<file path="src/rtl/tetris_input_ctrl.sv">
// Joystick front end: synchronizes and debounces eight buttons, turns presses into a
// one-deep event register for the CPU, and auto-repeats the right/down/left keys.
module tetris_input_ctrl #(
  parameter int unsigned DEBOUNCE_CYCLES = 500000,
  parameter int unsigned DAS_DELAY       = 8000000,
  parameter int unsigned DAS_PERIOD      = 2500000
) (
  input  logic       clock,
  input  logic       reset,
  input  logic [7:0] btn_raw,
  input  logic       key_ack,
  output logic       key_valid,
  output logic [3:0] key_code,
  output logic [7:0] btn_level,
  output logic       overflow
);

  localparam int unsigned DbW    = $clog2(DEBOUNCE_CYCLES + 1);
  localparam int unsigned RepMax = (DAS_DELAY > DAS_PERIOD) ? DAS_DELAY : DAS_PERIOD;
  localparam int unsigned RepW   = $clog2(RepMax + 1);

  localparam logic [DbW-1:0]  DbLast     = DbW'(DEBOUNCE_CYCLES - 1);
  localparam logic [RepW-1:0] DelayLast  = RepW'(DAS_DELAY - 1);
  localparam logic [RepW-1:0] PeriodLast = RepW'(DAS_PERIOD - 1);

  localparam logic [1:0] StIdle   = 2'd0;
  localparam logic [1:0] StDelay  = 2'd1;
  localparam logic [1:0] StRepeat = 2'd2;

  logic [7:0]     sync1_q, sync2_q;
  logic [DbW-1:0] db_cnt_q [8];
  logic [DbW-1:0] db_cnt_d [8];
  logic [7:0]     level_q, level_d, level_prev_q;
  logic [7:0]     press;

  logic [1:0]      state_q, state_d;
  logic [1:0]      rep_key_q, rep_key_d;
  logic [RepW-1:0] rep_cnt_q, rep_cnt_d;
  logic [2:0]      rep_idx;
  logic            rep_held;
  logic            rep_fire;
  logic [3:0]      rep_code;

  logic [3:0] press_code, rep_ev, event_code;
  logic       event_valid, consume;
  logic       key_valid_q, key_valid_d;
  logic [3:0] key_code_q, key_code_d;
  logic       overflow_q, overflow_d;

  function automatic logic [3:0] btn_code(input logic [2:0] idx);
    logic [3:0] code;
    case (idx)
      3'd0:    code = 4'd1;
      3'd1:    code = 4'd2;
      3'd2:    code = 4'd3;
      3'd3:    code = 4'd4;
      3'd4:    code = 4'd7;
      3'd5:    code = 4'd8;
      3'd6:    code = 4'd9;
      default: code = 4'd10;
    endcase
    return code;
  endfunction

  // Counter only runs while the synchronized bit disagrees with the debounced level.
  always_comb begin
    level_d = level_q;
    for (int i = 0; i < 8; i++) begin
      db_cnt_d[i] = '0;
      if (sync2_q[i] != level_q[i]) begin
        if (db_cnt_q[i] == DbLast) begin
          level_d[i] = ~level_q[i];
        end else begin
          db_cnt_d[i] = db_cnt_q[i] + 1'b1;
        end
      end
    end
  end

  assign press = level_q & ~level_prev_q;

  // Codes rise with bit index, so the last hit in an ascending scan is the highest.
  always_comb begin
    press_code = 4'd0;
    for (int i = 0; i < 8; i++) begin
      if (press[i]) press_code = btn_code(3'(i));
    end
  end

  // rep_key 0/1/2 = right/down/left, i.e. button index rep_key+1 and code rep_key+2.
  assign rep_idx  = {1'b0, rep_key_q} + 3'd1;
  assign rep_held = level_q[rep_idx];
  assign rep_code = {2'b00, rep_key_q} + 4'd2;

  always_comb begin
    state_d   = state_q;
    rep_key_d = rep_key_q;
    rep_cnt_d = rep_cnt_q;
    rep_fire  = 1'b0;
    case (state_q)
      StDelay, StRepeat: begin
        if (!rep_held) begin
          state_d   = StIdle;
          rep_cnt_d = '0;
        end else if (rep_cnt_q == ((state_q == StDelay) ? DelayLast : PeriodLast)) begin
          rep_fire  = 1'b1;
          rep_cnt_d = '0;
          state_d   = StRepeat;
        end else begin
          rep_cnt_d = rep_cnt_q + 1'b1;
        end
      end
      StIdle:  ;
      default: state_d = StIdle;
    endcase
    if (|press[3:1]) begin
      state_d   = StDelay;
      rep_cnt_d = '0;
      rep_key_d = press[3] ? 2'd2 : (press[2] ? 2'd1 : 2'd0);
    end
  end

  assign rep_ev      = rep_fire ? rep_code : 4'd0;
  assign event_code  = (rep_ev > press_code) ? rep_ev : press_code;
  assign event_valid = (event_code != 4'd0);
  assign consume     = key_ack & key_valid_q;

  always_comb begin
    key_valid_d = key_valid_q;
    key_code_d  = key_code_q;
    overflow_d  = overflow_q;
    if (consume) begin
      key_valid_d = 1'b0;
      key_code_d  = 4'd0;
      overflow_d  = 1'b0;
    end
    if (event_valid) begin
      if (!key_valid_q || consume) begin
        key_valid_d = 1'b1;
        key_code_d  = event_code;
      end else begin
        overflow_d = 1'b1;
      end
    end
  end

  always_ff @(posedge clock or negedge reset) begin
    if (!reset) begin
      sync1_q      <= '0;
      sync2_q      <= '0;
      level_q      <= '0;
      level_prev_q <= '0;
      for (int i = 0; i < 8; i++) db_cnt_q[i] <= '0;
      state_q      <= StIdle;
      rep_key_q    <= '0;
      rep_cnt_q    <= '0;
      key_valid_q  <= 1'b0;
      key_code_q   <= 4'd0;
      overflow_q   <= 1'b0;
    end else begin
      sync1_q      <= btn_raw;
      sync2_q      <= sync1_q;
      level_q      <= level_d;
      level_prev_q <= level_q;
      for (int i = 0; i < 8; i++) db_cnt_q[i] <= db_cnt_d[i];
      state_q      <= state_d;
      rep_key_q    <= rep_key_d;
      rep_cnt_q    <= rep_cnt_d;
      key_valid_q  <= key_valid_d;
      key_code_q   <= key_code_d;
      overflow_q   <= overflow_d;
    end
  end

  assign key_valid = key_valid_q;
  assign key_code  = key_code_q;
  assign btn_level = level_q;
  assign overflow  = overflow_q;

endmodule
</file>
<file path="config.mk">
export PLATFORM = sky130hd
export DESIGN_NAME = tetris_input_ctrl
export DESIGN_NICKNAME = d
export VERILOG_FILES = /design/src/rtl/tetris_input_ctrl.sv
export SDC_FILE = /design/constraint.sdc
export NUM_CORES = 1
export LEC_CHECK = 0
export BUFFER_PORTS_ARGS = -buffer_cell sky130_fd_sc_hd__buf_2
export CAP_MARGIN = 10
export CORE_ASPECT_RATIO = 1.5
export CORE_MARGIN = 2
export CORE_UTILIZATION = 35
export CTS_BUF_LIST = sky130_fd_sc_hd__clkbuf_8
export CTS_CLUSTER_DIAMETER = 40
export DETAILED_ROUTE_END_ITERATION = 12
export GPL_TIMING_DRIVEN = 1
export HOLD_SLACK_MARGIN = 0.08
export SYNTH_ARGS = -nofsm -noshare
export SYNTH_HDL_FRONTEND = slang
export SYNTH_SLANG_ARGS = --single-unit
</file>
<file path="constraint.sdc">
create_clock -name clock -period 9.9 [get_ports clock]
set_input_delay 1.98 -clock clock [delete_from_list [all_inputs] [get_ports clock]]
set_output_delay 1.98 -clock clock [all_outputs]
set_load 0.01 [all_outputs]
</file>
==> metrics.cfg <==
[route]
routed_wl_um = 20700
route.vias.total = 7544
drc = 0
wl_per_cell_um = 13.7
drtIter0Drc = 266
dr.pass1.iters = 4
viasPerCell = 4.99
ant_nets = 0

[timing]
max_slew_margin_pct = 29.5
hold_ws_ns = 0.346
min_period_ns = 3.72
finClkSkew_ns = 0.0292
rsz0062_at_grt = false
hold_viol_final = 0
fmax_mhz = 269
setup_viol = 0
fin_setup_tns_ns = 0
tightest_slew_ns = 1.06
drv_slew = 0
min_period_over_period_pct = 37.5

[synth]
synthSimpleGateAreaFrac_pct = 25.4
avgSynthCellArea_um2 = 9.96
synthMuxAreaShare_pct = 1.48
synth_edf_count = 0
synth_top_family_by_area = simple AND/OR/NAND/NOR gates
synth_fa_ha_area_share_pct = 1.80
synth_nets = 1073
synth_cells = 1047
synth_area_um2 = 10400
synth-main-ff-cell = dfrtp_1
yosysWarningCount = 0
synth_xor_xnor_area_share_pct = 11.5
synthArstFlopShare_pct = 100
ys_seq_area_share_pct = 52.1
ys_ff_latch = 217
synth_compound_area_share_pct = 5.65
ys_types = 60

[global_route]
grt_use_met1_pct = 15.7
grt_pass1_vias = 7744
grt.met2_usage_pct = 24.4
grt_pass1_wl_um = 35800
grt_overflow = 0
grt-busiest-layer = met2
antenna_found_initial = 0
grt_max_degree = 85
grt_use_total_pct = 13.6
grtUsageMet3_pct = 2.60

[placement]
dp_hpwl_um = 13800
port_buffers = 24
place_congestion = 0.822

[critical_path]
crit_type = flip-flop to flip-flop
critPathLaunch = rep_key_q[0]
cp.arrival_ns = 4.15
ff2ff_setup_slack_ns = 6.18
critPathLaunchType = flip-flop
crit_end = key_code[1]
path_cells = ha_1 -> mux4_2 -> nand2b_1 -> o211ai_1 -> nor2_1 -> and2_1 -> ha_1 -> o21ai_0 -> o21ai_0 -> a221oi_1 -> a22oi_2 -> o311ai_1
slowest_delay_ns = 0.51
r2r_cells = 12
rr_startpoint = rep_key_q[0]
cp_slowest_cell = mux4_2
cp_max_fo = 7
worstPathRequired_ns = 10.33
rr_endpoint = key_code[1]
critPathCaptureType = flip-flop

[floorplan]
start_util_pct = 35.5
fp.dieW_um = 145
pin_count = 25
die_height_um = 215
die-area_um2 = 31200
core_um2 = 29400
fp-row-count = 77

[clock_tree]
clk_path_buf_depth = 3
hold_buffers = 0
cts_sinks = 217
cts_resized = 0
cts_tree = built
htree_levels = 2
path_clk_slew_ns = 0.06
cts_setup_buffers = 0
root_buffer = clkbuf_8
cts_made_buffers = 38
insertion_delay_ns = 0.54

[job]
cap_violations = 0

[pwr]
p_leak_nw = 5.17
finalPower_w = 0.00190
ir_drop_mv = 0.0751
cellPowerDensity_nw_per_um2 = 161

[layout]
final_layout_size_suffix_gt1_share_pct = 9.95
nNetsFinal = 1115
synthToLayoutAreaGrowth_pct = 13.3
utilization_pct = 40.2
diodes = 0

[worst_hold_path]
hold_class = flip-flop to flip-flop

[outcome]
outcome = completed

[metrics by stage]
step                      worst slack (ns)  std cells  instance area, um2
after floorplan                       6.67       1047               10400
after global placement                6.36       1444               10900
after detailed placement              6.19       1444               10900
after CTS                             6.18       1511               11800
after global routing                  5.83       1511               11800
final                                 6.18       1511               11800
[synthesized netlist by cell type (all sizes together) (4+ instances only)]
cell	n	area (um2)
dfrtp	217	5430
nor2	201	754
nand2	77	289
xor2	73	639
xnor2	64	561
nand3	62	310
nand4	35	225
and3	27	169
a21oi	25	125
inv	24	90.1
o21ai	24	120
and4	20	175
nor4	18	119
buf	15	91.3
ha	15	188
nor3	14	70.1
a31oi	12	75.1
nor2b	12	75.1
or2	11	68.8
or3	11	73.8
clkbuf	10	37.5
mux2	9	101
nand2b	9	56.3
nor4b	8	70.1
and2	6	37.5
a21o	5	37.5
nor4bb	4	40.0
[critical path, delay by kind of cell, from the launching register on]
kind | cells | cell delay (ns)
AOI/OAI and AO/OA | 6 | 1.53
adders and majority gates | 2 | 0.58
DFF | 1 | 0.46
muxes | 1 | 0.51
and+or+nand+nor | 3 | 0.53
[cells by family (layout without fill, tap and decap cells)]
logic type	Yosys count	in the layout
adders and majority gates	15	15
muxes	13	13
AOI/OAI and AO/OA	89	89
buffers and inverters	49	118
DFF	217	217
xor gates and xnor gates	137	137
and+or+nand+nor	527	527
[state kept, by name (all words and copies together), names as in the netlist]
name,cells
rep_cnt_q,23
key_valid,1
key_code,4
sync2_q,8
rep_key_q,2
level_prev_q,8
state_q,2
sync1_q,8
btn_level,8
overflow,1
db_cnt_q,152
[routing by layer]
layer / wire, um / share of wire [%]
met5: 0 / 0
met4: 562 / 2.7
met3: 670 / 3.2
met2: 10500 / 51
met1: 8920 / 43
[how the worst min path moves through the flow]
stage	startpoint	to	slack [ns]	cells past startpoint
after global routing	sync1_q[7]	sync2_q[7]	0.35	0
final	sync1_q[7]	sync2_q[7]	0.35	0
after detailed placement	sync1_q[7]	sync2_q[7]	0.34	0
after floorplan	sync1_q[0]	sync2_q[0]	0.33	0
after CTS	sync1_q[7]	sync2_q[7]	0.35	0
after global placement	sync1_q[3]	sync2_q[3]	0.33	0
[layout make-up]
class,count,area [um2]
multi-input combinational,781,4780
clock buffer,44,606
tap,395,494
fill,2884,17600
sequential,217,5430
timing repair buffer,27,153
clock inverter,23,268
inverter,24,90.1
[cell usage in the layout, fill, tap and decap left out, types with 12 or more instances in the layout]
cell type  instances
nor2_1           201
and3_1            27
nor3_1            14
ha_1              15
and4_1            20
a31oi_1           12
inv_1             33
clkbuf_8          44
xnor2_1           64
nand3_1           62
nand4_1           34
xor2_1            73
nor4_1            17
dfrtp_1          217
nand2_1           77
buf_2             23
a21oi_1           25
nor2b_1           12
o21ai_0           20
[where the power goes]
group | internal, W | total (W) | switching, W
Sequential | 0.000899 | 0.000908 | 0.00000990
Combinational | 0.0000120 | 0.0000463 | 0.0000343
Clock | 0.000566 | 0.000943 | 0.000377
Note: power is estimated with default switching activity, not from simulation.
